### config.mk
export PLATFORM = sky130hd
export DESIGN_NAME = axi_perf_traffic_gen_flat
export DESIGN_NICKNAME = d
export VERILOG_FILES = /design/src/rtl/axi_perf_pkg.sv /design/src/rtl/axi_perf_traffic_gen_if.sv /design/src/rtl/axi_perf_traffic_gen.sv /design/src/flat_wrapper.sv
export SDC_FILE = /design/constraint.sdc
export NUM_CORES = 1
export LEC_CHECK = 0
export BUFFER_PORTS_ARGS = -buffer_cell sky130_fd_sc_hd__buf_2
export CAP_MARGIN = 10
export CORE_ASPECT_RATIO = 0.6
export CORE_MARGIN = 2
export CORE_UTILIZATION = 57
export DETAILED_ROUTE_END_ITERATION = 16
export GPL_TIMING_DRIVEN = 1
export PLACE_DENSITY_LB_ADDON = 0.12
export SYNTH_ARGS = -nofsm -noshare
export SYNTH_HDL_FRONTEND = slang
export SYNTH_SLANG_ARGS = --single-unit
### constraint.sdc
create_clock -name clk -period 6.6 [get_ports clk]
set_clock_uncertainty 0.2 [all_clocks]
set_input_delay 0.99 -clock clk [delete_from_list [all_inputs] [get_ports clk]]
set_output_delay 0.99 -clock clk [all_outputs]
set_load 0.005 [all_outputs]
### src/rtl/axi_perf_pkg.sv
// ============================================================================
// Module      : axi_perf_pkg
// Description : Shared AXI encodings, traffic generator state enum and the
//               data pattern function used by the generator and its bench.
// Revision    : 1.0 - initial release
// ============================================================================
`default_nettype none

package axi_perf_pkg;

  // AXI response encodings
  localparam logic [1:0] OKAY   = 2'b00;
  localparam logic [1:0] EXOKAY = 2'b01;
  localparam logic [1:0] SLVERR = 2'b10;
  localparam logic [1:0] DECERR = 2'b11;

  // AXI burst type encoding
  localparam logic [1:0] BURST_INCR = 2'b01;

  // Widest data bus the pattern function covers
  localparam int PATTERN_MAX_W = 64;

  // Traffic generator phases
  typedef enum logic [2:0] {
    ST_IDLE = 3'd0,
    ST_AW   = 3'd1,
    ST_W    = 3'd2,
    ST_B    = 3'd3,
    ST_AR   = 3'd4,
    ST_R    = 3'd5,
    ST_DONE = 3'd6
  } state_e;

  // Beat pattern: zero-extended beat address XOR the seed replicated to
  // 64 bits; callers keep the low data-width bits.
  function automatic logic [PATTERN_MAX_W-1:0] perf_pattern(
    input logic [PATTERN_MAX_W-1:0] addr,
    input logic [15:0]              seed
  );
    return addr ^ {4{seed}};
  endfunction

endpackage

`default_nettype wire

### src/rtl/axi_perf_traffic_gen_if.sv
// ============================================================================
// Module      : axi_perf_traffic_gen_if
// Description : AXI4 AW/W/B/AR/R channel bundle with manager and subordinate
//               views.
// Revision    : 1.0 - initial release
// ============================================================================
`default_nettype none

interface axi_perf_traffic_gen_if #(
  parameter int ADDR_W = 20,
  parameter int DATA_W = 16,
  parameter int ID_W   = 4
) ();

  // Write address channel
  logic              awvalid;
  logic              awready;
  logic [ID_W-1:0]   awid;
  logic [ADDR_W-1:0] awaddr;
  logic [7:0]        awlen;
  logic [2:0]        awsize;
  logic [1:0]        awburst;

  // Write data channel
  logic                wvalid;
  logic                wready;
  logic [DATA_W-1:0]   wdata;
  logic [DATA_W/8-1:0] wstrb;
  logic                wlast;

  // Write response channel
  logic            bvalid;
  logic            bready;
  logic [ID_W-1:0] bid;
  logic [1:0]      bresp;

  // Read address channel
  logic              arvalid;
  logic              arready;
  logic [ID_W-1:0]   arid;
  logic [ADDR_W-1:0] araddr;
  logic [7:0]        arlen;
  logic [2:0]        arsize;
  logic [1:0]        arburst;

  // Read data channel
  logic              rvalid;
  logic              rready;
  logic [ID_W-1:0]   rid;
  logic [DATA_W-1:0] rdata;
  logic [1:0]        rresp;
  logic              rlast;

  modport master (
    output awvalid, awid, awaddr, awlen, awsize, awburst,
    input  awready,
    output wvalid, wdata, wstrb, wlast,
    input  wready,
    input  bvalid, bid, bresp,
    output bready,
    output arvalid, arid, araddr, arlen, arsize, arburst,
    input  arready,
    input  rvalid, rid, rdata, rresp, rlast,
    output rready
  );

  modport slave (
    input  awvalid, awid, awaddr, awlen, awsize, awburst,
    output awready,
    input  wvalid, wdata, wstrb, wlast,
    output wready,
    output bvalid, bid, bresp,
    input  bready,
    input  arvalid, arid, araddr, arlen, arsize, arburst,
    output arready,
    output rvalid, rid, rdata, rresp, rlast,
    input  rready
  );

endinterface

`default_nettype wire

### src/rtl/axi_perf_traffic_gen.sv
// ============================================================================
// Module      : axi_perf_traffic_gen
// Description : AXI4 manager that writes NUM_BURSTS INCR bursts of an
//               address-derived pattern, reads them back, checks every beat
//               and reports an error count and the run length in cycles.
// Revision    : 1.0 - initial release
// ============================================================================
`default_nettype none

module axi_perf_traffic_gen
  import axi_perf_pkg::*;
#(
  parameter int                        AXI_ADDR_WIDTH = 20,
  parameter int                        AXI_DATA_WIDTH = 16,
  parameter int                        AXI_ID_WIDTH   = 4,
  parameter logic [AXI_ID_WIDTH-1:0]   AXI_ID         = '0,
  parameter logic [AXI_ADDR_WIDTH-1:0] BASE_ADDR      = '0,
  parameter int                        BURST_LEN      = 8,
  parameter int                        NUM_BURSTS     = 16,
  parameter logic [15:0]               SEED           = 16'hA5C3
) (
  input  wire logic               clk,
  input  wire logic               rst,
  input  wire logic               start,
  output logic                    busy,
  output logic                    done,
  output logic [15:0]             err_cnt,
  output logic [31:0]             cycle_cnt,
  axi_perf_traffic_gen_if.master  m_axi
);

  localparam int BYTES   = AXI_DATA_WIDTH / 8;
  localparam int BURST_W = (NUM_BURSTS > 1) ? $clog2(NUM_BURSTS) : 1;

  localparam logic [7:0]                LAST_BEAT    = 8'(BURST_LEN - 1);
  localparam logic [BURST_W-1:0]        LAST_BURST   = BURST_W'(NUM_BURSTS - 1);
  localparam logic [2:0]                AX_SIZE      = 3'($clog2(BYTES));
  localparam logic [AXI_ADDR_WIDTH-1:0] BEAT_STRIDE  = AXI_ADDR_WIDTH'(BYTES);
  localparam logic [AXI_ADDR_WIDTH-1:0] BURST_STRIDE = AXI_ADDR_WIDTH'(BURST_LEN * BYTES);

  // Expected data for one beat address, truncated to the bus width
  function automatic logic [AXI_DATA_WIDTH-1:0] beat_pattern(
    input logic [AXI_ADDR_WIDTH-1:0] a
  );
    logic [PATTERN_MAX_W-1:0] full;
    full = perf_pattern(PATTERN_MAX_W'(a), SEED);
    return full[AXI_DATA_WIDTH-1:0];
  endfunction

  state_e                      state_q,   state_d;
  logic [BURST_W-1:0]          burst_q,   burst_d;
  logic [7:0]                  beat_q,    beat_d;
  logic [AXI_ADDR_WIDTH-1:0]   addr_q,    addr_d;
  logic                        awvalid_q, awvalid_d;
  logic                        wvalid_q,  wvalid_d;
  logic                        wlast_q,   wlast_d;
  logic [AXI_DATA_WIDTH-1:0]   wdata_q,   wdata_d;
  logic                        bready_q,  bready_d;
  logic                        arvalid_q, arvalid_d;
  logic                        rready_q,  rready_d;
  logic                        busy_q,    busy_d;
  logic                        done_q,    done_d;
  logic [15:0]                 err_q,     err_d;
  logic [31:0]                 cyc_q,     cyc_d;

  logic                        beat_err;
  logic [AXI_ADDR_WIDTH-1:0]   beat_addr;

  // Address of the beat the counters currently point at
  assign beat_addr = addr_q + (AXI_ADDR_WIDTH'(beat_q) << AX_SIZE);

  // Next-state, channel control and check logic for the whole run
  always_comb begin
    state_d   = state_q;
    burst_d   = burst_q;
    beat_d    = beat_q;
    addr_d    = addr_q;
    awvalid_d = awvalid_q;
    wvalid_d  = wvalid_q;
    wlast_d   = wlast_q;
    wdata_d   = wdata_q;
    bready_d  = bready_q;
    arvalid_d = arvalid_q;
    rready_d  = rready_q;
    busy_d    = busy_q;
    done_d    = done_q;
    err_d     = err_q;
    cyc_d     = cyc_q;
    beat_err  = 1'b0;

    case (state_q)
      ST_IDLE, ST_DONE: begin
        if (start) begin
          state_d   = ST_AW;
          burst_d   = '0;
          beat_d    = '0;
          addr_d    = BASE_ADDR;
          awvalid_d = 1'b1;
          busy_d    = 1'b1;
          done_d    = 1'b0;
          err_d     = '0;
          cyc_d     = '0;
        end
      end

      ST_AW: begin
        if (awvalid_q && m_axi.awready) begin
          awvalid_d = 1'b0;
          wvalid_d  = 1'b1;
          wdata_d   = beat_pattern(addr_q);
          wlast_d   = (LAST_BEAT == 8'd0);
          beat_d    = '0;
          state_d   = ST_W;
        end
      end

      ST_W: begin
        if (wvalid_q && m_axi.wready) begin
          if (beat_q == LAST_BEAT) begin
            wvalid_d = 1'b0;
            wlast_d  = 1'b0;
            bready_d = 1'b1;
            state_d  = ST_B;
          end else begin
            // Preload the following beat so W can stream back-to-back
            beat_d  = beat_q + 8'd1;
            wdata_d = beat_pattern(beat_addr + BEAT_STRIDE);
            wlast_d = ((beat_q + 8'd1) == LAST_BEAT);
          end
        end
      end

      ST_B: begin
        if (bready_q && m_axi.bvalid) begin
          bready_d = 1'b0;
          beat_err = (m_axi.bresp != OKAY) || (m_axi.bid != AXI_ID);
          beat_d   = '0;
          if (burst_q == LAST_BURST) begin
            // Write phase finished: restart counters for the read phase
            burst_d   = '0;
            addr_d    = BASE_ADDR;
            arvalid_d = 1'b1;
            state_d   = ST_AR;
          end else begin
            burst_d   = burst_q + 1'b1;
            addr_d    = addr_q + BURST_STRIDE;
            awvalid_d = 1'b1;
            state_d   = ST_AW;
          end
        end
      end

      ST_AR: begin
        if (arvalid_q && m_axi.arready) begin
          arvalid_d = 1'b0;
          rready_d  = 1'b1;
          beat_d    = '0;
          state_d   = ST_R;
        end
      end

      ST_R: begin
        if (rready_q && m_axi.rvalid) begin
          // Any combination of faults on one beat counts once
          beat_err = (m_axi.rresp != OKAY) ||
                     (m_axi.rid != AXI_ID) ||
                     (m_axi.rdata != beat_pattern(beat_addr)) ||
                     (m_axi.rlast != (beat_q == LAST_BEAT));
          // The beat count, not rlast, decides where a burst ends
          if (beat_q == LAST_BEAT) begin
            rready_d = 1'b0;
            beat_d   = '0;
            if (burst_q == LAST_BURST) begin
              busy_d  = 1'b0;
              done_d  = 1'b1;
              state_d = ST_DONE;
            end else begin
              burst_d   = burst_q + 1'b1;
              addr_d    = addr_q + BURST_STRIDE;
              arvalid_d = 1'b1;
              state_d   = ST_AR;
            end
          end else begin
            beat_d = beat_q + 8'd1;
          end
        end
      end

      default: state_d = ST_IDLE;
    endcase

    // busy is low in IDLE/DONE, so this never overrides the clear on start
    if (busy_q) begin
      cyc_d = cyc_q + 32'd1;
    end

    if (beat_err && (err_q != 16'hFFFF)) begin
      err_d = err_q + 16'd1;
    end
  end

  // State and output registers with synchronous reset
  always_ff @(posedge clk) begin
    if (rst) begin
      state_q   <= ST_IDLE;
      burst_q   <= '0;
      beat_q    <= '0;
      addr_q    <= '0;
      awvalid_q <= 1'b0;
      wvalid_q  <= 1'b0;
      wlast_q   <= 1'b0;
      wdata_q   <= '0;
      bready_q  <= 1'b0;
      arvalid_q <= 1'b0;
      rready_q  <= 1'b0;
      busy_q    <= 1'b0;
      done_q    <= 1'b0;
      err_q     <= '0;
      cyc_q     <= '0;
    end else begin
      state_q   <= state_d;
      burst_q   <= burst_d;
      beat_q    <= beat_d;
      addr_q    <= addr_d;
      awvalid_q <= awvalid_d;
      wvalid_q  <= wvalid_d;
      wlast_q   <= wlast_d;
      wdata_q   <= wdata_d;
      bready_q  <= bready_d;
      arvalid_q <= arvalid_d;
      rready_q  <= rready_d;
      busy_q    <= busy_d;
      done_q    <= done_d;
      err_q     <= err_d;
      cyc_q     <= cyc_d;
    end
  end

  // Bus outputs come straight from flops or constants
  assign m_axi.awvalid = awvalid_q;
  assign m_axi.awid    = AXI_ID;
  assign m_axi.awaddr  = addr_q;
  assign m_axi.awlen   = LAST_BEAT;
  assign m_axi.awsize  = AX_SIZE;
  assign m_axi.awburst = BURST_INCR;

  assign m_axi.wvalid  = wvalid_q;
  assign m_axi.wdata   = wdata_q;
  assign m_axi.wstrb   = '1;
  assign m_axi.wlast   = wlast_q;

  assign m_axi.bready  = bready_q;

  assign m_axi.arvalid = arvalid_q;
  assign m_axi.arid    = AXI_ID;
  assign m_axi.araddr  = addr_q;
  assign m_axi.arlen   = LAST_BEAT;
  assign m_axi.arsize  = AX_SIZE;
  assign m_axi.arburst = BURST_INCR;

  assign m_axi.rready  = rready_q;

  assign busy      = busy_q;
  assign done      = done_q;
  assign err_cnt   = err_q;
  assign cycle_cnt = cyc_q;

endmodule

`default_nettype wire
### src/flat_wrapper.sv
// flat-port wrapper written by rule: the top's interface ports become plain ports
module axi_perf_traffic_gen_flat import axi_perf_pkg::*;
#(
  parameter int                        AXI_ADDR_WIDTH = 20,
  parameter int                        AXI_DATA_WIDTH = 16,
  parameter int                        AXI_ID_WIDTH   = 4,
  parameter logic [AXI_ID_WIDTH-1:0]   AXI_ID         = '0,
  parameter logic [AXI_ADDR_WIDTH-1:0] BASE_ADDR      = '0,
  parameter int                        BURST_LEN      = 8,
  parameter int                        NUM_BURSTS     = 16,
  parameter logic [15:0]               SEED           = 16'hA5C3
)
  (clk, rst, start, busy, done, err_cnt, cycle_cnt, m_axi_awvalid, m_axi_awid, m_axi_awaddr, m_axi_awlen, m_axi_awsize, m_axi_awburst, m_axi_awready, m_axi_wvalid, m_axi_wdata, m_axi_wstrb, m_axi_wlast, m_axi_wready, m_axi_bvalid, m_axi_bid, m_axi_bresp, m_axi_bready, m_axi_arvalid, m_axi_arid, m_axi_araddr, m_axi_arlen, m_axi_arsize, m_axi_arburst, m_axi_arready, m_axi_rvalid, m_axi_rid, m_axi_rdata, m_axi_rresp, m_axi_rlast, m_axi_rready);
  axi_perf_traffic_gen_if m_axi_i ();
  input  wire logic clk;
  input  wire logic rst;
  input  wire logic start;
  output logic busy;
  output logic done;
  output logic [15:0] err_cnt;
  output logic [31:0] cycle_cnt;
  output wire logic [$bits(m_axi_i.awvalid)-1:0] m_axi_awvalid;
  output wire logic [$bits(m_axi_i.awid)-1:0] m_axi_awid;
  output wire logic [$bits(m_axi_i.awaddr)-1:0] m_axi_awaddr;
  output wire logic [$bits(m_axi_i.awlen)-1:0] m_axi_awlen;
  output wire logic [$bits(m_axi_i.awsize)-1:0] m_axi_awsize;
  output wire logic [$bits(m_axi_i.awburst)-1:0] m_axi_awburst;
  input wire logic [$bits(m_axi_i.awready)-1:0] m_axi_awready;
  output wire logic [$bits(m_axi_i.wvalid)-1:0] m_axi_wvalid;
  output wire logic [$bits(m_axi_i.wdata)-1:0] m_axi_wdata;
  output wire logic [$bits(m_axi_i.wstrb)-1:0] m_axi_wstrb;
  output wire logic [$bits(m_axi_i.wlast)-1:0] m_axi_wlast;
  input wire logic [$bits(m_axi_i.wready)-1:0] m_axi_wready;
  input wire logic [$bits(m_axi_i.bvalid)-1:0] m_axi_bvalid;
  input wire logic [$bits(m_axi_i.bid)-1:0] m_axi_bid;
  input wire logic [$bits(m_axi_i.bresp)-1:0] m_axi_bresp;
  output wire logic [$bits(m_axi_i.bready)-1:0] m_axi_bready;
  output wire logic [$bits(m_axi_i.arvalid)-1:0] m_axi_arvalid;
  output wire logic [$bits(m_axi_i.arid)-1:0] m_axi_arid;
  output wire logic [$bits(m_axi_i.araddr)-1:0] m_axi_araddr;
  output wire logic [$bits(m_axi_i.arlen)-1:0] m_axi_arlen;
  output wire logic [$bits(m_axi_i.arsize)-1:0] m_axi_arsize;
  output wire logic [$bits(m_axi_i.arburst)-1:0] m_axi_arburst;
  input wire logic [$bits(m_axi_i.arready)-1:0] m_axi_arready;
  input wire logic [$bits(m_axi_i.rvalid)-1:0] m_axi_rvalid;
  input wire logic [$bits(m_axi_i.rid)-1:0] m_axi_rid;
  input wire logic [$bits(m_axi_i.rdata)-1:0] m_axi_rdata;
  input wire logic [$bits(m_axi_i.rresp)-1:0] m_axi_rresp;
  input wire logic [$bits(m_axi_i.rlast)-1:0] m_axi_rlast;
  output wire logic [$bits(m_axi_i.rready)-1:0] m_axi_rready;
  assign m_axi_awvalid = m_axi_i.awvalid;
  assign m_axi_awid = m_axi_i.awid;
  assign m_axi_awaddr = m_axi_i.awaddr;
  assign m_axi_awlen = m_axi_i.awlen;
  assign m_axi_awsize = m_axi_i.awsize;
  assign m_axi_awburst = m_axi_i.awburst;
  assign m_axi_i.awready = m_axi_awready;
  assign m_axi_wvalid = m_axi_i.wvalid;
  assign m_axi_wdata = m_axi_i.wdata;
  assign m_axi_wstrb = m_axi_i.wstrb;
  assign m_axi_wlast = m_axi_i.wlast;
  assign m_axi_i.wready = m_axi_wready;
  assign m_axi_i.bvalid = m_axi_bvalid;
  assign m_axi_i.bid = m_axi_bid;
  assign m_axi_i.bresp = m_axi_bresp;
  assign m_axi_bready = m_axi_i.bready;
  assign m_axi_arvalid = m_axi_i.arvalid;
  assign m_axi_arid = m_axi_i.arid;
  assign m_axi_araddr = m_axi_i.araddr;
  assign m_axi_arlen = m_axi_i.arlen;
  assign m_axi_arsize = m_axi_i.arsize;
  assign m_axi_arburst = m_axi_i.arburst;
  assign m_axi_i.arready = m_axi_arready;
  assign m_axi_i.rvalid = m_axi_rvalid;
  assign m_axi_i.rid = m_axi_rid;
  assign m_axi_i.rdata = m_axi_rdata;
  assign m_axi_i.rresp = m_axi_rresp;
  assign m_axi_i.rlast = m_axi_rlast;
  assign m_axi_rready = m_axi_i.rready;
  axi_perf_traffic_gen #(.AXI_ADDR_WIDTH(AXI_ADDR_WIDTH), .AXI_DATA_WIDTH(AXI_DATA_WIDTH), .AXI_ID_WIDTH(AXI_ID_WIDTH), .AXI_ID(AXI_ID), .BASE_ADDR(BASE_ADDR), .BURST_LEN(BURST_LEN), .NUM_BURSTS(NUM_BURSTS), .SEED(SEED)) u_core (.clk(clk), .rst(rst), .start(start), .busy(busy), .done(done), .err_cnt(err_cnt), .cycle_cnt(cycle_cnt), .m_axi(m_axi_i));
endmodule
==> impl_metrics.toml <==
[die]
fp.dieH_um = 87.63
pin_count = 185
dieArea_um2 = 12560
num_rows = 30
initial_utilization_pct = 58.61
core_um2 = 11340
die_w_um = 143.4

[sta]
finalSetupViolCount = 0
maxSlewHeadroom_pct = 33.37
finalCritPeriodShare_pct = 56.98
rsz0062_at_grt = "false"
min_period_ns = 3.761
fmax_ghz = 0.2659
tightest_slew_ns = 0.9958
finalHoldViolCount = 0
fin_tns_setup_ns = 0
slew_viol_final = 0

[critical_path]
crit_buf_inv = 0
crit_path_start_kind = "flip-flop"
crit_path_end_kind = "flip-flop"
critical_path_class = "reg2reg"
crit_chain = "ha_1 > and2_0 > and3_1 > xnor2_1 > nand4_1 > or4_4 > o21ai_4 > nor3_2 > a221o_1"
crit_arrival_ns = 3.80
crit_slowest_cell = "or4_4"
critical_path.top_delay_family = "simple AND/OR/NAND/NOR gates"
worst_path_largest_cell_delay_ns = 0.55
required_ns = 6.64
path_max_fanout = 15

[grt]
use_met3_pct = 5.194
grt_usage_pct = 26.95
antenna_found_initial = 0
grt_pass1_wl_um = 27310
grt-ovfl-total = 0
grt_use_met1_pct = 39.78
first_global_vias = 5429
grt_use_met2_pct = 40.65
grt_most_used_layer = "met2"
grt_max_degree = 79

[route]
drtAntennaViolNets = 0
drc = 0
via_per_inst = 5.858
wl_per_cell_um = 16.15
drt_wl_total_um = 17590
drt-pass1-iter-count = 5
vias = 6379
drtIter0Drc = 431

[synth]
synth_seq_cells = 103
yosysUniqueCellTypes = 84
yosys_warnings = 0
synth_edf_count = 0
netlist_instances = 836
yosysTopAreaCell = "dfxtp_1"
synthFlopType = "dfxtp_1"
ys_seq_area_share_pct = 31.04
netlist_top_cells_area = "dfxtp_1, buf_4, nor2_1, xnor2_1, a21oi_1"
syn_area_um2 = 6644
synth_top_area_share_pct = 31.04
syn_area_per_cell_um2 = 7.947
async_flop_share_pct = 0

[place]
place_inst = 1073
portBuffers = 140
gp_congestion = 0.9111
placed_area_um2 = 7054
hpwl_um = 12860

[cts]
cts_hold_buf = 0
cts_buffers = 9
cts.sinks = 103
cts_tree = "yes"
cts_max_path_buffers = 2
cts_root_buffer = "clkbuf_16"
post_cts_resized = 0
clk_pin_slew_worst_paths_ns = 0.07
htreeDepth = 3
clk-insertion-delay-late_ns = 0.35
post_cts_buffers = 0

[final_layout]
final_common_cell = "buf_2"
drive_above_1_share_pct = 21.23
fillers = 1000
num-nets-final = 972
instances_no_fill = 1089
layout_common_cells = "buf_2, dfxtp_1, nor2_1, nand2_1, a21oi_1"
register_area_um2 = 2062
final_cell_area_um2 = 7337
multi_input_area_um2 = 4031
area_growth_pct = 10.43

[pwr]
vdd_drop_max_v = 0.0001733
powerDensity_nw_per_um2 = 248.5
p_leak_nw = 3.026

[run_status]
status = "complete, no violations"

[worst_hold_path]
hp-class = "reg2reg"

[run]
cap_violations = 0
==> registers in the layout, summed over array words and instances, names as in the netlist <==
register	count
u_core.m_axi.arvalid	1
u_core.m_axi.wvalid	1
u_core.cycle_cnt	32
u_core.state_q	3
u_core.m_axi.bready	1
u_core.busy	1
u_core.beat_q	8
u_core.burst_q	4
u_core.m_axi.awvalid	1
u_core.m_axi.rready	1
u_core.err_cnt	16
u_core.m_axi.wlast	1
u_core.m_axi.araddr	16
u_core.done	1
u_core.m_axi.wdata	16
==> kinds of logic after synthesis <==
group | count (synthesis) | synth area share, %
other | 2 | 0.1130
buffers and inverters | 118 | 10.73
AOI/OAI and AO/OA | 168 | 17.35
and+or+nand+nor | 362 | 28.42
muxes | 20 | 3.145
DFF | 103 | 31.04
xor gates and xnor gates | 50 | 6.817
adders and majority gates | 13 | 2.392
==> path summary, 6_finish.rpt <==
path	to	slack (ns)	depth (start not counted)	startpoint
setup reg to reg	u_core.err_cnt[15]	2.84	9	u_core.beat_q[0]
hold reg to reg	u_core.m_axi.wdata[6]	0.26	2	u_core.m_axi.wdata[6]
setup / recovery	u_core.err_cnt[15]	2.84	9	u_core.beat_q[0]
hold / removal	u_core.m_axi.wdata[6]	0.26	2	u_core.m_axi.wdata[6]
==> worst reg2reg max path, cell delays in order, from the launching register on <==
cell and delay [ns]:
dfxtp_1 0.47, ha_1 0.29, and2_0 0.37, and3_1 0.48, xnor2_1 0.18, nand4_1 0.10, or4_4 0.55, o21ai_4 0.40
nor3_2 0.23, a221o_1 0.38
==> cells in the mapped netlist (all sizes together), types with 3 or more instances <==
cell type	count
a21oi	51
and4	4
o22ai	3
or3	11
xnor2	30
dfxtp	103
nor2b	11
buf	76
nand2b	14
a221o	9
mux2i	13
a22oi	4
or3b	3
inv	9
mux2	7
a311oi	6
a211oi	10
and2	3
nor2	93
nand4	17
nor4b	5
o21a	7
clkbuf	32
or2	14
ha	11
o311ai	3
nand3	44
nand2	64
o211ai	7
nor4	10
nand3b	8
a31oi	3
o21ai	35
nor3	21
o221ai	3
or4	3
and3	27
nor3b	3
nand4b	4
xor2	20
a2111oi	5
==> through the flow <==
step                      hold slack (ns)  util [%]  worst slack [ns]  total power (W)
after floorplan                    0.2527         -             3.269         0.001162
after global routing               0.2978     64.70             2.610         0.001918
after global placement             0.2490     62.23             2.692         0.001298
after detailed placement           0.2551     62.23             2.620         0.001313
after CTS                          0.2643     64.70             2.924         0.001818
final                              0.2623     64.72             2.839         0.001823
==> power by group <==
group          leakage [nW]  internal [W]  switching (W)
Clock                 0.132      0.000261       0.000250
Sequential            0.833      0.000680      0.0000814
Combinational          2.06      0.000202       0.000349
==> per-layer routing <==
| metal | routed length [um] | share of wire (%) |
|---|---|---|
| met5 | 0 | 0 |
| met4 | 221 | 1.3 |
| met3 | 1596 | 9.1 |
| met2 | 7443 | 42 |
| met1 | 8323 | 47 |
==> cell type report <==
class                   instances  area share [%]
clock inverters                 6          0.7503
clock buffers                   9           3.070
inverters                      10          0.5116
well taps                     160           2.729
repair buffers                143           9.857
multi-input cells             657           54.95
flip-flops and latches        103           28.10
diodes                          1         0.03411
(Power assumes the default switching activity.)
